===== config.mk =====
export PLATFORM = sky130hd
export DESIGN_NAME = conversion_tx
export DESIGN_NICKNAME = d
export VERILOG_FILES = /design/src/rtl/daqzilla_pkg.sv /design/src/rtl/conversion_tx.sv
export SDC_FILE = /design/constraint.sdc
export NUM_CORES = 1
export LEC_CHECK = 0
export ABC_AREA = 0
export ABC_CLOCK_PERIOD_IN_PS = 1850
export BUFFER_PORTS_ARGS = -buffer_cell sky130_fd_sc_hd__buf_4
export CORE_MARGIN = 8
export CORE_UTILIZATION = 51
export DETAILED_ROUTE_END_ITERATION = 8
export GPL_TIMING_DRIVEN = 0
export PLACE_DENSITY = 0.78
export SLEW_MARGIN = 20
export SYNTH_ARGS = -nofsm -noshare
export SYNTH_HDL_FRONTEND = slang
export SYNTH_SLANG_ARGS = --single-unit

===== constraint.sdc =====
create_clock -name clock_i -period 1.85 [get_ports clock_i]
set_input_delay 0 -clock clock_i [delete_from_list [all_inputs] [get_ports clock_i]]
set_output_delay 0 -clock clock_i [all_outputs]
set_load 0.01 [all_outputs]

===== src/rtl/daqzilla_pkg.sv =====
// Shared DAQ definitions: conversion_tx FSM state type and default frame header.
// CHECKSUM state exists only when CONVERSION_TX_CHECKSUM_EN is defined.
package daqzilla_pkg;

    localparam logic [7:0] CONVERSION_TX_HEADER_BYTE = 8'hA5;

    typedef enum logic [1:0] {
        IDLE   = 2'd0,
        HEADER = 2'd1,
        DATA   = 2'd2
`ifdef CONVERSION_TX_CHECKSUM_EN
        ,
        CHECKSUM = 2'd3
`endif
    } conversion_tx_state_t;

endpackage


===== src/rtl/conversion_tx.sv =====
// Frames a captured conversion word as HEADER, data bytes (MSB first) and an optional
// XOR checksum byte (macro CONVERSION_TX_CHECKSUM_EN) over a valid/ready byte stream.
module conversion_tx
    import daqzilla_pkg::*;
#(
    parameter int unsigned SAMPLE_BYTES = 3,
    parameter logic [7:0]  HEADER_BYTE  = CONVERSION_TX_HEADER_BYTE
) (
    input  logic                      clock_i,
    input  logic                      reset_n_i,
    input  logic                      start_i,
    input  logic [8*SAMPLE_BYTES-1:0] conversion_data_i,
    input  logic                      byte_ready_i,
    input  logic                      clear_overrun_i,
    output logic [7:0]                byte_o,
    output logic                      byte_valid_o,
    output logic                      busy_o,
    output logic                      overrun_o
);

    localparam int unsigned IDX_W  = (SAMPLE_BYTES > 1) ? $clog2(SAMPLE_BYTES) : 1;
    localparam int unsigned WORD_W = 8 * SAMPLE_BYTES;
    localparam logic [IDX_W-1:0] LAST_IDX = IDX_W'(SAMPLE_BYTES - 1);

    conversion_tx_state_t state_q, state_d;
    logic [IDX_W-1:0]     idx_q;
    logic [WORD_W-1:0]    word_q;
    logic                 overrun_q;
    logic [7:0]           data_byte;
    logic                 xfer;

    assign xfer         = byte_valid_o & byte_ready_i;
    assign byte_valid_o = (state_q != IDLE);
    assign busy_o       = (state_q != IDLE);
    assign overrun_o    = overrun_q;

    always_comb begin
        data_byte = '0;
        for (int unsigned i = 0; i < SAMPLE_BYTES; i++) begin
            if (idx_q == IDX_W'(i)) data_byte = word_q[WORD_W-8-8*i +: 8];
        end
    end

`ifdef CONVERSION_TX_CHECKSUM_EN
    logic [7:0] checksum;

    always_comb begin
        checksum = '0;
        for (int unsigned i = 0; i < SAMPLE_BYTES; i++) begin
            checksum = checksum ^ word_q[8*i +: 8];
        end
    end
`endif

    always_comb begin
        state_d = state_q;
        byte_o  = '0;
        case (state_q)
            IDLE: begin
                if (start_i) state_d = HEADER;
            end
            HEADER: begin
                byte_o = HEADER_BYTE;
                if (xfer) state_d = DATA;
            end
            DATA: begin
                byte_o = data_byte;
                if (xfer && idx_q == LAST_IDX) begin
`ifdef CONVERSION_TX_CHECKSUM_EN
                    state_d = CHECKSUM;
`else
                    state_d = IDLE;
`endif
                end
            end
`ifdef CONVERSION_TX_CHECKSUM_EN
            CHECKSUM: begin
                byte_o = checksum;
                if (xfer) state_d = IDLE;
            end
`endif
            default: state_d = IDLE;
        endcase
    end

    always_ff @(posedge clock_i or negedge reset_n_i) begin
        if (!reset_n_i) begin
            state_q   <= IDLE;
            idx_q     <= '0;
            word_q    <= '0;
            overrun_q <= 1'b0;
        end else begin
            state_q <= state_d;
            if (state_q == IDLE && start_i) word_q <= conversion_data_i;
            if (state_q == HEADER) begin
                idx_q <= '0;
            end else if (state_q == DATA && xfer) begin
                idx_q <= (idx_q == LAST_IDX) ? '0 : idx_q + IDX_W'(1);
            end
            // A start while busy always wins over a coincident clear.
            if (start_i && state_q != IDLE) begin
                overrun_q <= 1'b1;
            end else if (clear_overrun_i) begin
                overrun_q <= 1'b0;
            end
        end
    end

endmodule


# After elaboration in Yosys (flattened, before gate mapping)

Index checks and enable logic that the tools add are counted.

Input port bits: 29
Register bits after elaboration: 29
Output and inout port bits: 11

Multiplexer cells: 13
Reductions and logical operators: 10
Equal/unequal tests: 7
Bitwise gates (word level): 1
Add/sub/neg operators: 1

Operator list:

| kind                                                                   | number |
|---|---|
| 8-bit two-way mux                                                      | 3 |
| 8-bit case mux with 2 select lines                                     | 1 |
| 2-bit two-way mux                                                      | 6 |
| 2-bit inequality test (second input constant)                          | 3 |
| 2-bit case mux with 3 select lines                                     | 1 |
| 2-bit nonzero test                                                     | 3 |
| 2-bit by 1-bit equality test with 1-bit output (second input constant) | 2 |
| 2-bit equality test (second input constant)                            | 2 |
| 1-bit logical AND                                                      | 4 |
| 2-bit logical NOT                                                      | 2 |
| 3-bit AND reduction                                                    | 1 |
| 2-bit by 1-bit adder with 2-bit output (second input constant)         | 1 |
| 1-bit two-way mux                                                      | 2 |
| 1-bit AND                                                              | 1 |

# Longest topological paths before layout

Gate-level depths: netlist of the first run.

Depth after elaboration: 5
Mapped depth: 5
Depth with buffers taken out: 5

# Worst setup path before layout of the first run

Ideal clock, no wire load.

Path type: reg-to-reg
Start: register state_q[0]
End: register word_q[0]
Setup time: 0.125 ns
Path slack: 0.374 ns
Arrival: 1.352 ns
Cell stages (with the launch flop): 6
Buffers on the path: 1
Data required time: 1.725 ns
Path through: dfrtp_1 -> inv_1 -> ha_1 -> nand2_1 -> buf_2 -> mux2_2

Longest elaborated chain between the ends: 2

Ends and longest elaborated chain:

| item                     | line                | source |
|---|---|---|
| start: declaration       | conversion_tx.sv:25 | `conversion_tx_state_t state_q, state_d;` |
| start signal: assignment | conversion_tx.sv:93 | `state_q <= state_d;` |
| 2-bit logical NOT        | conversion_tx.sv:94 | `if (state_q == IDLE && start_i) word_q <= conversion_data_i;` |
| 1-bit logical AND        | conversion_tx.sv:94 |  |
| end signal: assignment   | conversion_tx.sv:94 |  |
| end: declaration         | conversion_tx.sv:27 | `logic [WORD_W-1:0] word_q;` |

Every way passes these cells.
A chain may end at the register's enable or synchronous reset.

# Final worst setup path of the first run

Start: register state_q[0]
End: output port byte_o[0]

Longest elaborated chain between the ends: 2
Elaborated cells on any way between the ends: 3
Those cells by class: 2 x eq/ne; 1 x mux

Ends and longest elaborated chain:

| item                                                                                         | line                | source |
|---|---|---|
| 2-bit equality test / 2-bit by 1-bit equality test with 1-bit output (equally long branches) | conversion_tx.sv:58 | `case (state_q)` |
| 8-bit case mux with 2 select lines *                                                         | conversion_tx.sv:58 |  |
| end: declaration                                                                             | conversion_tx.sv:15 | `output logic [7:0] byte_o,` |

Every way passes the cells marked *; elsewhere a longest branch is shown, timed or not.

==> key figures, run 1 <==
Status
  – Status: complete, no violations

Logic synthesis
  – Seq/Total Area, Yosys: 49.36%
  – Cell with the most instances after synthesis: dfrtp_1
  – FF+latch count, synth: 29
  – Synth area leader: dfrtp_1
  – Syn Area/Cell: 12.05 sq um
  – XOR/XNOR share of the synthesized area: 0%
  – Simple-gate share of the synthesized area: 10.38%
  – Mapped Area: about 1500 sq um
  – Number of synthesized flops with an enable pin: 0
  – Yosys top cell area share: a little under 50%
  – Most instantiated cells after synthesis: dfrtp_1, mux2_2, nand2_1
  – Mux share of post-synthesis cell area: about a quarter
  – Ys async rst share: 100.0%
  – Yosys cell types: 25
  – Synth Area in Compound Gates: ~8.2%
  – Post-synthesis adder-cell area fraction: between 3 and 4%
  – Syn Nets: 155
  – Synth area leaders: dfrtp_1, mux2_2, mux2i_1
  – Syn Inst Count: roughly 120
  – Main synth FF type: dfrtp_1
  – Largest family of logic cells by synthesized area: multiplexers
  – Yosys warnings: 0

Clocking
  – CTS tree: yes
  – Reg clk slew, reported paths: roughly 80 ps
  – CTS root buf: clkbuf_4
  – Maximum root-to-sink buffer count: 2
  – H-tree depth: 2
  – Num CTS Buffers: 5
  – Clk_lat worst skew: between 300 and 400 ps
  – CTS Sinks: 29

Cells and area
  – Post-route insts no fill: 227
  – Ant. Diodes: 0
  – Final core utilization: 78.31%
  – Fin nets: 228
  – Area Overhead vs Synth: 46.89%
  – Layout fillers: 186
  – Share of layout cells above drive strength 1: 42.35%

GRT
  – Global-route wire length before repair: roughly 6.1 mm
  – Gr usage total: roughly 16%
  – Largest net degree at the start of global routing: 30
  – Vias in the first global route: 1334
  – Initial antenna violation count: 0
  – GRT Residual Overflow: 0

Route
  – Detailed-route via count: around 1200
  – Pre-Repair DR Iteration Count: 4
  – DRC errors left: 0
  – Wirelength per Cell: ~16 um
  – DR iter-0 viols: between 50 and 60
  – DR vias/cell: 5.110
  – Routed Antenna Nets: 0
  – Routed wire length: between 3 and 4 mm

Timing
  – Final Skew: around 5 ps
  – Fin. max-slew vios: 0
  – Setup violators final: 0
  – Maximum clock rate: approximately 560 MHz
  – RSZ-0062 raised after global routing: yes
  – Period minus WS final: 1790 ps
  – Relative slew margins: between 70% and 80%
  – Final hold viol count: 0
  – Final period util: between 90% and 100%
  – WHS: roughly 38 ps
  – Final Worst Setup Slack: about 60 ps
  – Slew @ Worst Pin: ~370 ps

Placed design
  – HPWL after DPL: between 2 and 3 mm
  – Placed Instances: approximately 190
  – Gpl congestion: between 0.7 and 0.8
  – DP Worst Slack: between 100 and 150 ps
  – Input/output buffers: 39

Floorplanning
  – IO Pins: 40
  – Die Area: just under 5000 sq um
  – Core area: 2758 sq um
  – Die width: 69.69 um
  – Die Y-Extent: approximately 70 um
  – Initial core utilization: a little over half
  – Row Count: 19

Worst setup path
  – R2R Setup Slk: around 80 ps
  – Worst setup SP type: register
  – Buf/Inv on CP: 2
  – CP required: between 1500 and 2000 ps
  – RR Endpoint: overrun_o
  – Critical path launch point: state_q[0]
  – Critical path destination: byte_o[0]
  – Crit path cell chain: inv_1 -> ha_2 -> nand2_1 -> o21ai_0 -> buf_4
  – Crit path max-delay family: flip-flops
  – Crit path DAT: between 1500 and 2000 ps
  – Crit path kind: reg -> out
  – CP max stage delay: ~400 ps
  – Kind of end point of the critical path: output port
  – CP max stage cell: dfrtp_1
  – Reg2reg path depth: 5
  – Worst path depth: 5
  – Critical Path Fanout Max: 8
  – Worst r2r src: state_q[0]

Min path
  – Hold Path Class: in -> reg
  – Hold_sp: byte_ready_i

Pwr
  – Lkg Pwr: around 1 nW
  – Sequential share of power: 36.2%
  – Cell Int Power: around 2.1 mW
  – Peak VDD IR: about 1.2 mV
  – Comb power frac: between 40% and 50%
  – Clk network pwr share: about 18%
  – Net switching power: between 1 and 1.5 mW
  – Power per cell area: between 1000 and 1500 nW/um^2
  – Switching share of power: between 30% and 40%

Run
  – Max Cap Viol: 0
-- state kept, by name, indices dropped and copies added (netlist names) --
register	count
state_q	2
overrun_o	1
word_q	24
idx_q	2
-- worst min path at each step --
stage | depth (start not counted) | to | slack (ps)
6_report | 4 | idx_q[1] | 40
2_1_floorplan | 0 | idx_q[0] | -300
3_5_place_dp | 1 | word_q[5] | -50
3_3_place_gp | 1 | state_q[0] | -60
5_1_grt | 4 | idx_q[1] | 50
4_1_cts | 4 | idx_q[1] | 30
-- cells in the final DEF, fill, tap and decap left out, types with 2 or more instances in the layout --
cell type       n
ha_1            3
mux2_2         25
or2_2           4
nand2b_1        2
dfrtp_1        29
buf_2           3
nand3b_1        4
inv_1           5
a21oi_1         7
mux2i_1         8
nor2b_1         2
clkbuf_4        5
buf_4          41
dlygate4sd3_1  27
o21ai_0         4
o21a_1          4
nand2_1         9
-- kinds of logic (layout without fill, tap and decap cells) --
| group | count (synthesis) | in the layout |
|---|---|---|
| AO/OA/AOI/OAI | 19 | 19 |
| adder cells (fa/ha/maj) | 4 | 4 |
| buffers and inverters | 11 | 85 |
| flip-flops | 29 | 29 |
| multiplexers | 33 | 33 |
| AND/OR/NAND/NOR | 26 | 26 |
-- routing by layer --
| layer | vias to the layer above | share of wire [%] | global-route usage [%] | wire (um) |
|---|---|---|---|---|
| met5 | - | 0 | 0 | 0 |
| met4 | 0 | 2.2 | 8.036 | 79 |
| met3 | 7 | 4.4 | 4.292 | 160 |
| met2 | 28 | 53 | 27.87 | 1925 |
| met1 | 552 | 41 | 16.23 | 1486 |
| li1 | 573 | - | - | - |
-- area by class of cell --
class / instances / area (sq um) / share of cell area [%]
Buffer: 6 / 41.29 / 1.912
Multi-Input combinational cell: 82 / 686.9 / 31.81
Timing Repair Buffer: 66 / 563.0 / 26.07
Sequential cell: 29 / 725.7 / 33.60
Tap cell: 31 / 38.79 / 1.796
Clock buffer: 7 / 55.05 / 2.549
Inverter: 5 / 18.77 / 0.8691
Clock inverter: 1 / 30.03 / 1.390
-- power by group through the flow --
stage,registers [mW],logic (mW),clock network (mW)
after floorplan,1.06,0.952,0
after global placement,1.10,1.31,0
after detailed placement,1.13,1.38,0
after CTS,1.12,1.44,0.556
after global routing,1.14,1.56,0.578
final,1.12,1.43,0.542
-- through the flow --
stage	setup TNS, ps	power (mW)	cell area, sq um
after global routing	-149.9	3.287	2160
final	0	3.093	2160
after CTS	0	3.111	2160
after floorplan	0	2.016	1470
after global placement	0	2.406	1802
after detailed placement	0	2.507	1802
-- tightest hold or removal path, delay by kind of cell --
family	cells	cell delay [ps]
AND/OR/NAND/NOR	2	170
AO/OA/AOI/OAI	1	60
buffers and inverters	1	90
-- timing repair --
item | 4_1_cts | 5_1_grt
resized for setup | 1 | 0
setup endpoints to repair | 1 | 3
gates cloned | 0 | 0
hold buffers | 27 | 0
setup buffers | 0 | 0
endpoints found under the hold margin | 54 | 0
No activity file was read; power rests on OpenSTA's default activity.
==> run 2: changes to the inputs <==
--- a/config.mk
+++ b/config.mk
@@ -8,11 +8,13 @@
 export ABC_AREA = 0
 export ABC_CLOCK_PERIOD_IN_PS = 1850
 export BUFFER_PORTS_ARGS = -buffer_cell sky130_fd_sc_hd__buf_4
+export CELL_PAD_IN_SITES_DETAIL_PLACEMENT = 1
+export CELL_PAD_IN_SITES_GLOBAL_PLACEMENT = 1
 export CORE_MARGIN = 8
-export CORE_UTILIZATION = 51
+export CORE_UTILIZATION = 40
 export DETAILED_ROUTE_END_ITERATION = 8
 export GPL_TIMING_DRIVEN = 0
-export PLACE_DENSITY = 0.78
+export PLACE_DENSITY_LB_ADDON = 0.1
 export SLEW_MARGIN = 20
 export SYNTH_ARGS = -nofsm -noshare
 export SYNTH_HDL_FRONTEND = slang
==> key figures, run 2 (synthesis results as in run 1) <==
Pwr
  – Lkg Pwr: slightly below 1 nW
  – Peak VDD IR: about 0.63 mV
  – Power per cell area: around 1400 nW/um^2

Clocking
  – Clk_lat worst skew: roughly 280 ps
  – Maximum root-to-sink buffer count: 2
  – Reg clk slew, reported paths: around 60 ps
  – CTS tree: yes
  – CTS Sinks: 29
  – Num CTS Buffers: 5
  – Setup bufs post-CTS: 0
  – CTS root buf: clkbuf_8
  – H-tree depth: 2

GRT
  – Initial antenna violation count: 0
  – Largest net degree at the start of global routing: 30
  – Gr usage total: 14.55%
  – Vias in the first global route: about 1400
  – Global-route wire length before repair: 6.679 mm
  – GRT Residual Overflow: 0

Cells and area
  – Largest regs: word_q x24, idx_q x2, state_q x2
  – Ant. Diodes: 0
  – Commonest non-fill, non-tap cells in the layout: buf_4, dfrtp_1, dlygate4sd3_1
  – Share of layout cells above drive strength 1: 42.78%
  – Layout fillers: between 300 and 400
  – Commonest non-fill, non-tap cell in the layout: buf_4
  – Fin nets: approximately 230
  – Area Overhead vs Synth: 48.26%
  – Final instance area: ~2200 sq um
  – Max FFs per register: 24
  – Final core utilization: about three fifths
  – Most flops, register: word_q

Min path
  – Hold Path Class: in -> reg
  – Worst hold path depth: 3

Timing
  – Slew @ Worst Pin: about 380 ps
  – Fin. max-slew vios: 0
  – WHS: 12.56 ps
  – Fin Setup TNS: 0 ps
  – Maximum clock rate: between 500 and 600 MHz
  – Final Skew: approximately 2.6 ps
  – Relative slew margins: between 70% and 80%
  – Final period util: between 90% and 100%
  – Setup violators final: 0
  – Final hold viol count: 0
  – RSZ-0062 raised after global routing: no
  – Period minus WS final: approximately 1700 ps

Floorplanning
  – Die Y-Extent: around 77 um
  – Initial core utilization: 40.77%
  – Die Area: a little under 6000 sq um
  – IO Pins: 40
  – Core area: 3606 sq um
  – Row Count: 22
  – Die width: ~77 um

Route
  – Routed wire length: 3.993 mm
  – Highest routed metal layer: met4
  – Pre-Repair DR Iteration Count: 4
  – DR iter-0 viols: 34
  – Routed Antenna Nets: 0
  – Wirelength per Cell: roughly 17 um
  – Detailed-route via count: between 1000 and 1500
  – WL met1: 1.580 mm
  – DR vias/cell: between 4 and 5
  – Routed wl met3: 213 um
  – DRC errors left: 0
  – Routed wire length on met2: roughly 2.1 mm

Worst setup path
  – Crit path DAT: between 1500 and 2000 ps
  – Critical Path Fanout Max: 10
  – Worst setup SP type: register
  – Kind of end point of the critical path: register
  – CP required: between 2000 and 2500 ps
  – Crit path kind: reg -> reg
  – Reg2reg path depth: 5

Status
  – Status: complete, no violations

Run
  – Max Cap Viol: 0

Placed design
  – HPWL after DPL: ~2.8 mm
  – Input/output buffers: 39
  – Post-Place Cell Area: ~1800 sq um
  – Gpl congestion: approximately 0.7
[run 2: cell count changes in the layout (fill, tap and decap cells not counted), sizes merged]
| cell | previous run | this run |
|---|---|---|
| buf | 45 | 43 |
| clkbuf | 7 | 9 |
| bufinv | 1 | 0 |
| dlygate4sd3 | 27 | 26 |
[run 2: per-stage QoR]
stage               setup WS, ps  power, mW  instances
floorplan                  373.6      2.016        122
global placement           148.9      2.435        209
detailed placement         70.80      2.510        209
CTS                        56.75      3.110        242
global route               15.52      3.309        242
finish                     105.7      3.072        242
[run 2: path summary, 6_finish.rpt]
check                                      from         end  slack, ps
worst max-delay path                 state_q[0]  word_q[17]        110
worst min-delay path            clear_overrun_i   overrun_o         10
worst max register to register       state_q[0]  word_q[17]        110
worst min register to register       word_q[13]  word_q[13]        500
max in group asynchronous             reset_n_i  word_q[10]       1390
min in group asynchronous             reset_n_i   overrun_o        180
[run 2: critical path, cell delays in order, from the launching register on]
cell      delay, ps
dfrtp_1         360
inv_1            90
ha_1            260
nand2_1         250
clkbuf_4        300
mux2_2          360
[run 2: layout make-up]
type	count	area (sq um)	share of cell area (%)
repair buffers	65	553.0	25.37
clock buffers	7	86.33	3.961
flip-flops and latches	29	725.7	33.30
inverters	5	18.77	0.8611
plain buffers	6	46.29	2.124
well taps	48	60.06	2.755
multi-input cells	82	689.4	31.63
[run 2: timing repair]
item / 4_1_cts / 5_1_grt
resized for setup: 1 / 3
endpoints found under the setup margin: 2 / 18
endpoints found under the hold margin: 54 / 0
hold buffers: 26 / 0
[run 2: routing by layer]
layer / track usage, % / vias up
li1: - / 572
met1: 14.75 / 583
met2: 26.22 / 27
met3: 5.425 / 7
met4: 5.769 / 0
met5: 0 / -
[run 2: power by group]
part / internal, mW / switching [mW] / total [mW]
combinational: 0.813 / 0.629 / 1.44
clock: 0.294 / 0.227 / 0.522
sequential: 0.946 / 0.163 / 1.11
total: 2.05 / 1.02 / 3.07
==> run 3: changes to the inputs <==
--- a/config.mk
+++ b/config.mk
@@ -14,7 +14,8 @@
 export CORE_UTILIZATION = 40
 export DETAILED_ROUTE_END_ITERATION = 8
 export GPL_TIMING_DRIVEN = 0
-export PLACE_DENSITY_LB_ADDON = 0.1
+export PLACE_DENSITY = 0.86
+export REMOVE_ABC_BUFFERS = 1
 export SLEW_MARGIN = 20
 export SYNTH_ARGS = -nofsm -noshare
 export SYNTH_HDL_FRONTEND = slang
==> key figures, run 3 (synthesis results as in run 1) <==
Status
  – Status: complete, no violations

Clocking
  – Setup bufs post-CTS: 0
  – CTS root buf: clkbuf_8
  – H-tree depth: 2
  – Clk_lat worst skew: around 280 ps
  – Reg clk slew, reported paths: ~60 ps
  – Num CTS Buffers: 5
  – Maximum root-to-sink buffer count: 2
  – CTS tree: yes
  – CTS Sinks: 29

Route
  – Pre-Repair DR Iteration Count: 4
  – DR vias/cell: between 4 and 5
  – DR iter-0 viols: 25
  – Wirelength per Cell: ~17 um
  – Detailed-route via count: 1149
  – Routed Antenna Nets: 0
  – DRC errors left: 0
  – Routed wire length: 3.966 mm

Timing
  – Final Worst Setup Slack: 111.5 ps
  – Slew @ Worst Pin: about 560 ps
  – Relative slew margins: a little over three fifths
  – Final hold viol count: 0
  – RSZ-0062 raised after global routing: no
  – Period minus WS final: between 1500 and 2000 ps
  – Final period util: a little over nine tenths
  – Setup violators final: 0
  – Fin. max-slew vios: 0
  – Final Skew: roughly 10 ps
  – Maximum clock rate: approximately 580 MHz

Floorplanning
  – IO Pins: 40
  – Initial core utilization: about two fifths
  – Core area: ~3600 sq um
  – Die width: roughly 77 um
  – Die Y-Extent: 76.63 um
  – Row Count: 22
  – Die Area: between 5000 and 6000 sq um

Worst setup path
  – Crit path max-delay family: simple AND/OR/NAND/NOR gates
  – Crit path kind: reg -> reg
  – Kind of end point of the critical path: register
  – CP required: 2010 ps
  – Crit path cell chain: inv_1 -> ha_1 -> nand2_2 -> mux2_2
  – Buf/Inv on CP: 1
  – Worst setup SP type: register
  – Critical Path Fanout Max: 24
  – CP max stage delay: 440 ps
  – Crit path DAT: 1900 ps
  – CP max stage cell: nand2_2

Placed design
  – HPWL after DPL: approximately 2.6 mm
  – Input/output buffers: 39
  – Gpl congestion: between 0.6 and 0.7
  – DP Worst Slack: -168.8 ps

GRT
  – Global-route wire length before repair: just under 7 mm
  – Initial antenna violation count: 0
  – Largest net degree at the start of global routing: 30
  – GRT Residual Overflow: 0
  – Gr usage total: roughly 15%
  – Vias in the first global route: between 1000 and 1500

Cells and area
  – Fin nets: approximately 220
  – Area Overhead vs Synth: 44.51%
  – Final core utilization: 58.92%
  – Most flops, register: word_q
  – Max FFs per register: 24
  – Ant. Diodes: 0
  – Commonest non-fill, non-tap cells in the layout: buf_4, dfrtp_1, dlygate4sd3_1
  – Share of layout cells above drive strength 1: between 40 and 50%
  – Commonest non-fill, non-tap cell in the layout: buf_4
  – Largest regs: word_q x24, idx_q x2, state_q x2

Pwr
  – Design Power: 2.975 mW
  – Lkg Pwr: 0.9350 nW
  – Power per cell area: between 1000 and 1500 nW/um^2
  – Peak VDD IR: just under 0.6 mV

Run
  – Max Cap Viol: 0

Min path
  – Hold Path Class: in -> reg
-- run 3: changes by cell type in the layout (fill, tap and decap cells not counted) --
cell	before	now
buf_4	41	39
clkbuf_4	2	0
buf_2	1	0
buf_6	1	0
clkbuf_1	1	0
clkbuf_8	6	5
clkinv_2	0	1
dfrtp_1	29	28
dfrtp_2	0	1
nand2_1	8	7
nand2_2	1	2
-- run 3: path summary, 6_finish.rpt --
path,to,slack [ps],depth (start not counted),start
min in group asynchronous,word_q[14],170,2,reset_n_i
max in group asynchronous,idx_q[0],1380,2,reset_n_i
setup reg to reg,word_q[5],110,4,state_q[1]
setup / recovery,word_q[5],110,4,state_q[1]
hold / removal,overrun_o,20,3,clear_overrun_i
hold reg to reg,word_q[16],510,1,word_q[16]
-- run 3: stage by stage --
stage / TNS (ps) / std cells / area [sq um] / hold WS (ps)
finish: 0 / 235 / 2125 / 20.54
global route: 0 / 235 / 2125 / 17.34
CTS: 0 / 235 / 2120 / 11.06
detailed placement: -3734 / 203 / 1782 / -57.47
global placement: -2124 / 203 / 1782 / -62.60
floorplan: 0 / 116 / 1429 / -295.6
-- run 3: worst reg2reg max path: stages (launching register included) --
cell and delay [ps]:
dfrtp_1 400, inv_1 100, ha_1 260, nand2_2 440, mux2_2 420
-- run 3: power by group --
part / switching [mW] / total (mW) / internal (mW)
clock network: 0.226 / 0.473 / 0.246
registers: 0.207 / 1.15 / 0.946
logic: 0.584 / 1.35 / 0.765
total: 1.02 / 2.97 / 1.96
-- run 3: final cells by class --
| cell class | instances | area (sq um) |
|---|---|---|
| multi-input combinational | 82 | 691.9 |
| inverter | 5 | 18.77 |
| tap | 48 | 60.06 |
| clock buffer | 5 | 68.82 |
| sequential | 29 | 726.9 |
| timing repair buffer | 65 | 553.0 |
| clock inverter | 1 | 5.005 |
| fill | 387 | 1481 |
-- run 3: routing by layer --
metal / global-route usage (%) / vias to the layer above / routed length [um]
met5: 0 / - / 0
met4: 6.923 / 0 / 77
met3: 4.127 / 6 / 152
met2: 27.85 / 22 / 2226
met1: 15.04 / 568 / 1511
li1: - / 553 / -
-- run 3: what timing repair did --
item                                    CTS  global route
hold endpoints to repair                 54             0
endpoints found under the setup margin   25             7
gates resized for setup                   2             2
hold buffers                             26             0
